--- config.mk ---
export PLATFORM = sky130hd
export DESIGN_NAME = ex_stage_flat
export DESIGN_NICKNAME = d
export VERILOG_FILES = /design/src/rtl/ex_stage_if.sv /design/src/rtl/ex_stage.sv /design/src/flat_wrapper.sv
export SDC_FILE = /design/constraint.sdc
export NUM_CORES = 1
export LEC_CHECK = 0
export ABC_AREA = 1
export BUFFER_PORTS_ARGS = -buffer_cell sky130_fd_sc_hd__buf_4
export CORE_MARGIN = 8
export CORE_UTILIZATION = 57
export DETAILED_ROUTE_END_ITERATION = 6
export HOLD_SLACK_MARGIN = 0.1
export PLACE_DENSITY = 0.82
export SYNTH_ARGS = -nofsm -noshare
export SYNTH_HDL_FRONTEND = slang
export SYNTH_SLANG_ARGS = --single-unit
export TNS_END_PERCENT = 1
--- constraint.sdc ---
create_clock -name clk -period 3.6 [get_ports clk]
set_clock_uncertainty 0.1 [all_clocks]
set_input_delay 0.36 -clock clk [delete_from_list [all_inputs] [get_ports clk]]
set_output_delay 0.36 -clock clk [all_outputs]
set_load 0.1 [all_outputs]
--- src/rtl/ex_stage_if.sv ---
// ex_stage_if: bundles the ID/EX inputs, pipeline controls and EX/MEM outputs
// of the execute stage.
//   master : drives controls and ID/EX fields, observes EX/MEM results
//   slave  : the execute stage itself
interface ex_stage_if;
    // pipeline control
    logic        stall;
    logic        flush;
    logic        valid_in;
    // ID/EX fields
    logic [15:0] pc_in;
    logic        mem_to_reg_in;
    logic        reg_to_mem_in;
    logic [2:0]  alu_op_in;
    logic        alu_src_in;
    logic [3:0]  shift_in;
    logic [15:0] sign_ext_in;
    logic [7:0]  load_half_imm_in;
    logic [3:0]  branch_in;
    logic [15:0] rd_data_0_in;
    logic [15:0] rd_data_1_in;
    logic [11:0] call_in;
    logic        call_en_in;
    // EX/MEM results
    logic [15:0] alu_result_out;
    logic [15:0] store_data_out;
    logic        mem_to_reg_out;
    logic        reg_to_mem_out;
    logic        valid_out;
    logic        branch_taken_out;
    logic [15:0] branch_target_out;
    logic [2:0]  flags_out;

    modport master (
        output stall, flush, valid_in, pc_in, mem_to_reg_in, reg_to_mem_in, alu_op_in,
               alu_src_in, shift_in, sign_ext_in, load_half_imm_in, branch_in,
               rd_data_0_in, rd_data_1_in, call_in, call_en_in,
        input  alu_result_out, store_data_out, mem_to_reg_out, reg_to_mem_out, valid_out,
               branch_taken_out, branch_target_out, flags_out
    );

    modport slave (
        input  stall, flush, valid_in, pc_in, mem_to_reg_in, reg_to_mem_in, alu_op_in,
               alu_src_in, shift_in, sign_ext_in, load_half_imm_in, branch_in,
               rd_data_0_in, rd_data_1_in, call_in, call_en_in,
        output alu_result_out, store_data_out, mem_to_reg_out, reg_to_mem_out, valid_out,
               branch_taken_out, branch_target_out, flags_out
    );
endinterface

--- src/rtl/ex_stage.sv ---
// ex_stage: execute stage of a 16-bit pipeline. ALU, {Z,V,N} flag register,
// branch/call resolution, all results registered with one cycle latency.
// Ports:
//   clk  : rising-edge clock
//   rst  : synchronous active-high reset (clears outputs and flags)
//   bus  : ex_stage_if.slave (controls, ID/EX fields, EX/MEM results)
// Build option: define SAT_ARITH_EN to make ADD/SUB saturate on signed
// overflow instead of wrapping.
module ex_stage (
    input  logic        clk,
    input  logic        rst,
    ex_stage_if.slave   bus
);
    typedef enum logic [2:0] {
        OpAdd = 3'b000, OpSub = 3'b001, OpAnd = 3'b010, OpNor = 3'b011,
        OpSll = 3'b100, OpSrl = 3'b101, OpSra = 3'b110, OpLhb = 3'b111
    } alu_op_e;

    logic [2:0]  flags_q;           // {Z,V,N}
    logic        flag_z, flag_v, flag_n;
    logic [15:0] op_a, op_b;
    logic [15:0] sum, diff, arith, result;
    logic        ovf, upd_zvn, upd_z, cond, taken;
    logic [15:0] target;

    assign flag_z = flags_q[2];
    assign flag_v = flags_q[1];
    assign flag_n = flags_q[0];

    always_comb begin
        op_a    = bus.rd_data_0_in;
        op_b    = bus.alu_src_in ? bus.sign_ext_in : bus.rd_data_1_in;
        sum     = op_a + op_b;
        diff    = op_a - op_b;
        ovf     = 1'b0;
        arith   = sum;
        result  = 16'h0000;
        upd_zvn = 1'b0;
        upd_z   = 1'b0;
        unique case (alu_op_e'(bus.alu_op_in))
            OpAdd: begin
                arith   = sum;
                ovf     = (op_a[15] == op_b[15]) && (sum[15] != op_a[15]);
                upd_zvn = 1'b1;
            end
            OpSub: begin
                arith   = diff;
                ovf     = (op_a[15] != op_b[15]) && (diff[15] != op_a[15]);
                upd_zvn = 1'b1;
            end
            OpAnd: begin result = op_a & op_b;    upd_z = 1'b1; end
            OpNor: begin result = ~(op_a | op_b); upd_z = 1'b1; end
            OpSll: begin result = op_a << bus.shift_in; upd_z = 1'b1; end
            OpSrl: begin result = op_a >> bus.shift_in; upd_z = 1'b1; end
            OpSra: begin result = 16'($signed(op_a) >>> bus.shift_in); upd_z = 1'b1; end
            OpLhb: result = {bus.load_half_imm_in, op_a[7:0]};
            default: result = 16'h0000;
        endcase
        if (upd_zvn) begin
`ifdef SAT_ARITH_EN
            // On overflow the true result's sign is the sign of A.
            result = ovf ? (op_a[15] ? 16'h8000 : 16'h7FFF) : arith;
`else
            result = arith;
`endif
        end
    end

    // Branch condition sees the flags from before this instruction.
    always_comb begin
        cond = 1'b0;
        unique case (bus.branch_in[2:0])
            3'b000: cond = !flag_z;
            3'b001: cond = flag_z;
            3'b010: cond = !flag_z && !flag_n;
            3'b011: cond = flag_n;
            3'b100: cond = flag_z || !flag_n;
            3'b101: cond = flag_n || flag_z;
            3'b110: cond = flag_v;
            3'b111: cond = 1'b1;
            default: cond = 1'b0;
        endcase
        taken  = bus.valid_in && ((bus.branch_in[3] && cond) || bus.call_en_in);
        target = bus.call_en_in ? bus.pc_in + {{4{bus.call_in[11]}}, bus.call_in}
                                : bus.pc_in + bus.sign_ext_in;
    end

    always_ff @(posedge clk) begin
        if (rst) begin
            flags_q               <= 3'b000;
            bus.alu_result_out    <= 16'h0000;
            bus.store_data_out    <= 16'h0000;
            bus.mem_to_reg_out    <= 1'b0;
            bus.reg_to_mem_out    <= 1'b0;
            bus.valid_out         <= 1'b0;
            bus.branch_taken_out  <= 1'b0;
            bus.branch_target_out <= 16'h0000;
        end else if (bus.flush) begin
            // Bubble: control bits cleared, data fields and flags left as they were.
            bus.mem_to_reg_out   <= 1'b0;
            bus.reg_to_mem_out   <= 1'b0;
            bus.valid_out        <= 1'b0;
            bus.branch_taken_out <= 1'b0;
        end else if (!bus.stall) begin
            bus.alu_result_out    <= result;
            bus.store_data_out    <= bus.rd_data_1_in;
            bus.mem_to_reg_out    <= bus.mem_to_reg_in && bus.valid_in;
            bus.reg_to_mem_out    <= bus.reg_to_mem_in && bus.valid_in;
            bus.valid_out         <= bus.valid_in;
            bus.branch_taken_out  <= taken;
            bus.branch_target_out <= target;
            if (bus.valid_in && upd_zvn) begin
                flags_q <= {result == 16'h0000, ovf, result[15]};
            end else if (bus.valid_in && upd_z) begin
                flags_q[2] <= (result == 16'h0000);
            end
        end
    end

    assign bus.flags_out = flags_q;
endmodule

--- src/flat_wrapper.sv ---
// flat-port wrapper written by rule: the top's interface ports become plain ports
module ex_stage_flat 
  (clk, rst, bus_stall, bus_flush, bus_valid_in, bus_pc_in, bus_mem_to_reg_in, bus_reg_to_mem_in, bus_alu_op_in, bus_alu_src_in, bus_shift_in, bus_sign_ext_in, bus_load_half_imm_in, bus_branch_in, bus_rd_data_0_in, bus_rd_data_1_in, bus_call_in, bus_call_en_in, bus_alu_result_out, bus_store_data_out, bus_mem_to_reg_out, bus_reg_to_mem_out, bus_valid_out, bus_branch_taken_out, bus_branch_target_out, bus_flags_out);
  ex_stage_if bus_i ();
  input  logic clk;
  input  logic rst;
  input wire logic [$bits(bus_i.stall)-1:0] bus_stall;
  input wire logic [$bits(bus_i.flush)-1:0] bus_flush;
  input wire logic [$bits(bus_i.valid_in)-1:0] bus_valid_in;
  input wire logic [$bits(bus_i.pc_in)-1:0] bus_pc_in;
  input wire logic [$bits(bus_i.mem_to_reg_in)-1:0] bus_mem_to_reg_in;
  input wire logic [$bits(bus_i.reg_to_mem_in)-1:0] bus_reg_to_mem_in;
  input wire logic [$bits(bus_i.alu_op_in)-1:0] bus_alu_op_in;
  input wire logic [$bits(bus_i.alu_src_in)-1:0] bus_alu_src_in;
  input wire logic [$bits(bus_i.shift_in)-1:0] bus_shift_in;
  input wire logic [$bits(bus_i.sign_ext_in)-1:0] bus_sign_ext_in;
  input wire logic [$bits(bus_i.load_half_imm_in)-1:0] bus_load_half_imm_in;
  input wire logic [$bits(bus_i.branch_in)-1:0] bus_branch_in;
  input wire logic [$bits(bus_i.rd_data_0_in)-1:0] bus_rd_data_0_in;
  input wire logic [$bits(bus_i.rd_data_1_in)-1:0] bus_rd_data_1_in;
  input wire logic [$bits(bus_i.call_in)-1:0] bus_call_in;
  input wire logic [$bits(bus_i.call_en_in)-1:0] bus_call_en_in;
  output wire logic [$bits(bus_i.alu_result_out)-1:0] bus_alu_result_out;
  output wire logic [$bits(bus_i.store_data_out)-1:0] bus_store_data_out;
  output wire logic [$bits(bus_i.mem_to_reg_out)-1:0] bus_mem_to_reg_out;
  output wire logic [$bits(bus_i.reg_to_mem_out)-1:0] bus_reg_to_mem_out;
  output wire logic [$bits(bus_i.valid_out)-1:0] bus_valid_out;
  output wire logic [$bits(bus_i.branch_taken_out)-1:0] bus_branch_taken_out;
  output wire logic [$bits(bus_i.branch_target_out)-1:0] bus_branch_target_out;
  output wire logic [$bits(bus_i.flags_out)-1:0] bus_flags_out;
  assign bus_i.stall = bus_stall;
  assign bus_i.flush = bus_flush;
  assign bus_i.valid_in = bus_valid_in;
  assign bus_i.pc_in = bus_pc_in;
  assign bus_i.mem_to_reg_in = bus_mem_to_reg_in;
  assign bus_i.reg_to_mem_in = bus_reg_to_mem_in;
  assign bus_i.alu_op_in = bus_alu_op_in;
  assign bus_i.alu_src_in = bus_alu_src_in;
  assign bus_i.shift_in = bus_shift_in;
  assign bus_i.sign_ext_in = bus_sign_ext_in;
  assign bus_i.load_half_imm_in = bus_load_half_imm_in;
  assign bus_i.branch_in = bus_branch_in;
  assign bus_i.rd_data_0_in = bus_rd_data_0_in;
  assign bus_i.rd_data_1_in = bus_rd_data_1_in;
  assign bus_i.call_in = bus_call_in;
  assign bus_i.call_en_in = bus_call_en_in;
  assign bus_alu_result_out = bus_i.alu_result_out;
  assign bus_store_data_out = bus_i.store_data_out;
  assign bus_mem_to_reg_out = bus_i.mem_to_reg_out;
  assign bus_reg_to_mem_out = bus_i.reg_to_mem_out;
  assign bus_valid_out = bus_i.valid_out;
  assign bus_branch_taken_out = bus_i.branch_taken_out;
  assign bus_branch_target_out = bus_i.branch_target_out;
  assign bus_flags_out = bus_i.flags_out;
  ex_stage u_core (.clk(clk), .rst(rst), .bus(bus_i));
endmodule
; After elaboration in Yosys (flattened, before gate mapping)
; Cells that the tools add are included.
[word_totals]
regBits = 55
[op_classes]
n_addsub = 4
n_eq_ne = 18
shift = 3
n_mux = 11
n_bitwise = 5
n_reduce_logical = 24
[op_table]
columns = op, n
row1 = one-hot mux 16 bit (6 select lines), 1
row2 = two-way mux 16 bit, 4
row3 = adder 16 bit, 3
row4 = "equality test 3 bit, second input constant", 8
row5 = AND 16 bit, 1
row6 = zero test 16 bit, 1
row7 = NOT 16 bit, 1
row8 = OR 16 bit, 1
row9 = << shifter 16 x 4 -> 16 bit, 1
row10 = >> shifter 16 x 4 -> 16 bit, 1
row11 = >>> shifter 16 x 4 -> 16 bit, 1
row12 = subtractor 16 bit, 1
row13 = "equality test 3 x 2 -> 1 bit, second input constant", 4
row14 = logical AND 1 bit, 9
row15 = one-hot mux 1 bit (8 select lines), 1
row16 = "equality test 3 x 1 -> 1 bit, second input constant", 2
row17 = zero test 3 bit, 2
row18 = AND reduction 3 bit, 2
row19 = OR reduction 5 bit, 1
row20 = two-way mux 1 bit, 4
row21 = OR reduction 2 bit, 2
row22 = logical OR 1 bit, 3
row23 = inequality test 1 bit, 3
row24 = zero test 1 bit, 2
row25 = other kinds (5), 6

; Longest topological paths before layout
; Gate-level depths: netlist (run 1).
[logic_depth]
ltp_word = 8
depth_mapped = 23

; Least setup slack after synthesis (run 1)
; No wires, ideal clock.
[synth_path]
kind = input to register
start = input port bus_call_en_in
end = register u_core.bus.branch_target_out[12] in the netlist's numbering
arrival_ns = 2.890
required_time_ns = 3.385
setup_slack_ns = 0.495
stages = 19
path_buffers = 2
path_cell_list = clkbuf_1 > clkbuf_1 > nand2_1 > o21ai_0 > ha_1 > inv_1 > fa_1 > inv_1 > nand3_1 > nand3_1 > inv_1 > nor2_1 > nor2_1 > o21ai_0 > a21boi_0 > o21ai_0 > xor2_1 > o21ai_0 > inv_1
[synth_via]
elab_chain_cells = 1
[synth_lines]
columns = element, line
row1 = start: declaration, flat_wrapper.sv:22  ; input wire logic [$bits(bus_i.call_en_in)-1:0] bus_call_en_in;
row2 = two-way mux 16 bit, ex_stage.sv:84  ; target = bus.call_en_in ? bus.pc_in + {{4{bus.call_in[11]}}, bus.call_in}
row3 = end signal: assignment, ex_stage.sv:111  ; bus.branch_target_out <= target;
row4 = end: declaration, ex_stage_if.sv:47  ; branch_taken_out, branch_target_out, flags_out
; No other way between the ends.
; A chain may end at the register's enable or synchronous reset.

; Worst setup path in the final report (run 1)
; Ends and elaborated chain as after synthesis.

==> results.toml, run 1 <==
[worst_setup_path]
r2r_slack_ns = 2.08
rr_worst_depth = 6
reg2reg_from = "u_core.bus.flags_out[0]"
worstSetupPathType = "input pin to flip-flop"
endpoint_kind = "flip-flop"
start_kind = "input pin"
r2r-end = "u_core.bus.branch_taken_out"
critical_path_arrival_ns = 3.20
required_ns = 3.70
cp_max_fo = 29

[synthesis]
yosys_warnings = 0
syn_avg_cell_area_um2 = 5.629
synthTopCellsByArea = "nand2_1 18%, dfxtp_1 15%, ha_1 12%"
synth_fp_nets = 1476
syn_area_mm2 = 0.007323
synth-seq-cells = 55
async_reset_ff_share_pct = 0
synth_top_area_share_pct = 18.14
yosysTopAreaCell = "nand2_1"
post_synth_num_cell_types = 54
synth_ff_type = "dfxtp_1"
synth_edf_count = 0
ys_seq_area_share_pct = 15.04
synth_cells = 1301

[cts]
cts_sinks = 55
clk_latency_ns = 0.30
ctsResizeCount = 0
htree_num_levels = 2
cts_setup_buffers = 0
cts_hold_buf = 0
cts.clk_slew.worst_paths_ns = 0.07
clk_path_buf_depth = 2
cts_root_buf = "clkbuf_16"
cts_tree = "yes"
numCtsBuffers = 5

[sta]
setup_viol = 0
final.setup.worst_slack_ns = 0.4965
tightest_slew_ns = 0.6605
rsz0062_at_grt = "no"
slew_headroom_pct = 55.50
slew_viol_final = 0
finalCriticalPeriod_ns = 3.104
post-route-period-util_pct = 86.21
fin_tns_setup_ns = 0
fmax_ghz = 0.3222
finalHoldViolCount = 0

[drt]
wl_met3_um = 3064
ant_nets = 0
drtIter0Drc = 1190
wl_met2_um = 13400
wl_per_cell_um = 18.17
vias_per_cell = 5.783
wirelength_um = 29200
vias = 9293
routed.top_layer = "met4"
drt_pass1_iterations = 6
met1_length_um = 11670
drcViolationCount = 0

[global_route]
track_usage_pct = 34.10
grt_overflow = 0
grt_pass1_wl_um = 44950
grt_max_degree = 68
antenna_found_initial = 0
grt_pass1_vias = 8759

[placed_design]
dp.cells = 1599
dpl.hpwl_um = 23850
post-place-ws_ns = 0.2743
gp_congestion = 1.012
port-buffer-count = 158

[power]
ir_worst_vdd_uv = 225.4
total_power_mw = 2.643
p_leak_nw = 4.819
p_per_area_mw_per_mm2 = 301.5

[cells_and_area]
fin_cells = 1607
drive_gt1_share_pct = 14.77
final_cell_mix = "354 x nand2_1, 171 x buf_4, 165 x inv_1"
num_antenna_cells = 0
area_delta_synth_final_pct = 19.70
fillers = 1178
final_common_cell = "nand2_1"
nets = 1609

[die]
die_h_um = 129.4
core_mm2 = 0.01257
rows = 41
die_w_um = 129.4
ios = 159
die_area_mm2 = 0.01673
initial_core_util_pct = 58.27

[status]
status = "finished, final reports clean"

[worst_hold_path]
hold_path_class = "input pin to flip-flop"
hold_start = "bus_rd_data_1_in[12]"
worstHoldEndpoint = "u_core.bus.store_data_out[12]"
min_path_cells = 3

[flow_run]
cap_violations = 0
Yosys cell counts, types with 3 or more instances:
cell,count
a21oi_1,65
a31oi_1,6
and2_1,6
buf_1,3
buf_2,5
buf_6,4
clkbuf_1,32
dfxtp_1,55
fa_1,3
ha_1,68
inv_1,165
inv_2,9
nand2_1,354
nand2_2,4
nand3_1,156
nand3_4,3
nand3b_1,4
nand4_1,11
nor2_1,154
nor3_1,10
o211ai_1,15
o21a_1,3
o21ai_0,106
o21ai_1,6
or2_2,5
xnor2_1,4
xor2_1,8
per-stage QoR:
step | hold slack [ns] | cell area, µm² | utilization, %
2_1_floorplan | 0.3949 | 7323 | -
3_3_place_gp | 0.3437 | 8621 | 68.59
3_5_place_dp | 0.3583 | 8621 | 68.59
4_1_cts | 0.1921 | 8766 | 69.75
5_1_grt | 0.2018 | 8766 | 69.75
6_report | 0.1911 | 8766 | 69.75
kinds of logic after synthesis:
family	count (synthesis)	synth area share (%)
AO/OA/AOI/OAI	223	17.00
XOR/XNOR	12	1.435
adder cells (fa/ha/maj)	71	12.44
buffers and inverters	222	11.96
flip-flops	55	15.04
AND/OR/NAND/NOR	718	42.13
critical path, cell delays in order:
cell      delay (ns)
buf_4           0.26
nand2_1         0.07
o21ai_0         0.08
ha_1            0.18
inv_1           0.06
fa_1            0.42
inv_1           0.08
nand3_1         0.08
nand3_1         0.11
inv_1           0.05
nor2_1          0.19
nor2_1          0.09
o21ai_0         0.28
a21boi_0        0.25
o21ai_0         0.30
xor2_1          0.11
o21ai_0         0.17
inv_1           0.05
registers in the layout, indices dropped and copies added, names as in the netlist:
| name | flops |
|---|---|
| u_core.bus.alu_result_out | 16 |
| u_core.bus.store_data_out | 16 |
| u_core.bus.branch_taken_out | 1 |
| u_core.bus.reg_to_mem_out | 1 |
| u_core.bus.flags_out | 3 |
| u_core.bus.branch_target_out | 16 |
| u_core.bus.mem_to_reg_out | 1 |
| u_core.bus.valid_out | 1 |
layer usage:
metal	track usage [%]	up-vias
li1	-	4492
met1	42.62	4204
met2	55.27	514
met3	7.970	83
met4	13.75	0
met5	0	-
area by class of cell:
cell class	instances	area, µm²	share of cell area [%]
Clock buffer	6	128.9	1.470
Inverter	177	666.9	7.608
Tap cell	172	215.2	2.455
Timing Repair Buffer	171	1284	14.64
Multi-Input combinational cell	1024	5354	61.08
Sequential cell	55	1101	12.56
Clock inverter	2	16.27	0.1856
power by group:
group | switching (mW) | leakage [nW] | internal, mW
Combinational | 1.04 | 4.30 | 0.434
Clock | 0.240 | 0.0675 | 0.262
Sequential | 0.0231 | 0.453 | 0.648
Total | 1.30 | 4.82 | 1.34
how the worst max path moves through the flow:
stage / startpoint / end / slack (ns) / cells past startpoint
floorplan: bus_call_en_in / u_core.bus.branch_target_out[12] / 0.49 / 19
global placement: bus_alu_src_in / u_core.bus.flags_out[2] / 0.30 / 21
detailed placement: bus_alu_src_in / u_core.bus.flags_out[2] / 0.27 / 21
CTS: bus_alu_src_in / u_core.bus.flags_out[2] / 0.58 / 21
global route: bus_call_en_in / u_core.bus.branch_target_out[12] / 0.22 / 18
finish: bus_call_en_in / u_core.bus.branch_target_out[12] / 0.50 / 18
Power figures use the tool's default switching activity.
==> run 2: changes to the inputs <==
--- a/config.mk
+++ b/config.mk
@@ -6,12 +6,12 @@
 export NUM_CORES = 1
 export LEC_CHECK = 0
 export ABC_AREA = 1
-export BUFFER_PORTS_ARGS = -buffer_cell sky130_fd_sc_hd__buf_4
 export CORE_MARGIN = 8
-export CORE_UTILIZATION = 57
+export CORE_UTILIZATION = 60
 export DETAILED_ROUTE_END_ITERATION = 6
+export DONT_BUFFER_PORTS = 1
 export HOLD_SLACK_MARGIN = 0.1
-export PLACE_DENSITY = 0.82
+export PLACE_DENSITY = 0.75
 export SYNTH_ARGS = -nofsm -noshare
 export SYNTH_HDL_FRONTEND = slang
 export SYNTH_SLANG_ARGS = --single-unit
==> constraint.sdc (replaced) <==
create_clock -name clk -period 3.2 [get_ports clk]
set_clock_uncertainty 0.1 [all_clocks]
set_input_delay 0.32 -clock clk [delete_from_list [all_inputs] [get_ports clk]]
set_output_delay 0.32 -clock clk [all_outputs]
set_load 0.1 [all_outputs]
==> results.toml, run 2 (same netlist as run 1, synthesis figures left out) <==
[cells_and_area]
multi_input_area_mm2 = 0.005354
fillers = 1248
drive_gt1_share_pct = 5.118
top_regs = "u_core.bus.alu_result_out x16, u_core.bus.branch_target_out x16, u_core.bus.store_data_out x16"
final_common_cell = "nand2_1"
num_antenna_cells = 0
nets = 1483
final_cell_mix = "354 x nand2_1, 165 x inv_1, 156 x nand3_1"
seq_area_mm2 = 0.001101
area_delta_synth_final_pct = 7.073
fin_area_mm2 = 0.007841

[flow_run]
cap_violations = 0

[drt]
drcViolationCount = 0
vias_per_cell = 6.041
ant_nets = 0
vias = 8796
drtIter0Drc = 1154
drt_pass1_iterations = 5
wl_per_cell_um = 19.26
wirelength_um = 28050

[worst_setup_path]
required_ns = 3.33
endpoint_kind = "flip-flop"
worstSetupPathType = "input pin to flip-flop"
cp_max_fo = 5
start_kind = "input pin"
critical_path_arrival_ns = 2.94

[sta]
fin_tns_setup_ns = 0
slew_headroom_pct = 28.62
final.setup.worst_slack_ns = 0.3905
fmax_ghz = 0.3559
finalCriticalPeriod_ns = 2.809
setup_viol = 0
finalHoldViolCount = 0
tightest_slew_ns = 1.069
post-route-period-util_pct = 87.80
slew_viol_final = 0
rsz0062_at_grt = "no"

[status]
status = "finished, final reports clean"

[placed_design]
port-buffer-count = 0
gp_congestion = 1.095
dpl-instance-area_mm2 = 0.007493
dpl.hpwl_um = 22560
post-place-ws_ns = 0.1815

[global_route]
grt_pass1_vias = 8012
track_usage_pct = 33.80
grt_overflow = 0
antenna_found_initial = 0
grt_pass1_wl_um = 43230
grt_max_degree = 68

[die]
ios = 159
core_mm2 = 0.01196
die_w_um = 126.5
die_area_mm2 = 0.01600
rows = 40
die_h_um = 126.5
initial_core_util_pct = 61.22

[cts]
htree_num_levels = 2
numCtsBuffers = 5
clk_latency_ns = 0.30
cts_root_buf = "clkbuf_16"
cts.clk_slew.worst_paths_ns = 0.08
clk_path_buf_depth = 2
cts_sinks = 55
cts_tree = "yes"

[power]
ir_worst_vdd_uv = 277.0
p_leak_nw = 4.189
p_per_area_mw_per_mm2 = 354.0

[worst_hold_path]
hold_path_class = "input pin to flip-flop"
## run 2: power by group
| group | internal, mW | total (mW) | switching (mW) |
|---|---|---|---|
| clock network | 0.294 | 0.574 | 0.279 |
| registers | 0.729 | 1.03 | 0.301 |
| logic | 0.383 | 1.17 | 0.789 |
| total | 1.41 | 2.78 | 1.37 |
## run 2: final cells by class
cell class / count / area share [%]
clock inverters: 3 / 0.2872
multi-input cells: 1024 / 68.28
inverters: 177 / 8.505
well taps: 147 / 2.346
flip-flops and latches: 55 / 14.04
repair buffers: 45 / 4.947
clock buffers: 5 / 1.596
## run 2: path summary, 6_finish.rpt
kind,from,to,slack (ns),cells after the start
worst max-delay path,bus_sign_ext_in[0],u_core.bus.flags_out[2],0.39,20
worst min register to register,u_core.bus.alu_result_out[3],u_core.bus.alu_result_out[3],0.45,2
worst min-delay path,rst,u_core.bus.branch_taken_out,0.12,2
worst max register to register,u_core.bus.reg_to_mem_out,u_core.bus.reg_to_mem_out,1.12,3
## run 2: worst max-delay path: stages
cell     delay, ns
inv_1         0.03
nand2_1       0.05
o21ai_0       0.09
buf_4         0.17
inv_1         0.07
ha_1          0.28
inv_1         0.10
fa_1          0.40
inv_1         0.13
nand2_1       0.07
o21ai_1       0.10
or2_0         0.12
a21oi_1       0.09
nor2_1        0.31
nand3_1       0.13
nor2_1        0.17
nand2_1       0.07
nor2_1        0.08
nand2_1       0.07
a21oi_2       0.10
## run 2: through the flow
step | hold slack, ns | total power, mW | utilization, % | cells
6_report | 0.1175 | 2.776 | 65.55 | 1456
3_3_place_gp | 0.2885 | 2.151 | 62.65 | 1428
3_5_place_dp | 0.2889 | 2.158 | 62.65 | 1428
2_1_floorplan | 0.3549 | 1.897 | - | 1301
4_1_cts | 0.1131 | 2.748 | 65.55 | 1456
5_1_grt | 0.1140 | 2.934 | 65.55 | 1456
## run 2: per-layer routing
| metal | track usage [%] | vias to the layer above | wire, µm |
|---|---|---|---|
| li1 | - | 4230 | - |
| met1 | 43.16 | 4019 | 11310 |
| met2 | 53.52 | 472 | 12370 |
| met3 | 8.002 | 75 | 3229 |
| met4 | 13.73 | 0 | 1133 |
| met5 | 0 | - | 0 |
## run 2: what timing repair did
item                                   in CTS  in global routing
resized for setup                           0                  0
buffers inserted                            0                  0
hold buffers                               20                  0
endpoints found under the hold margin      32                  0
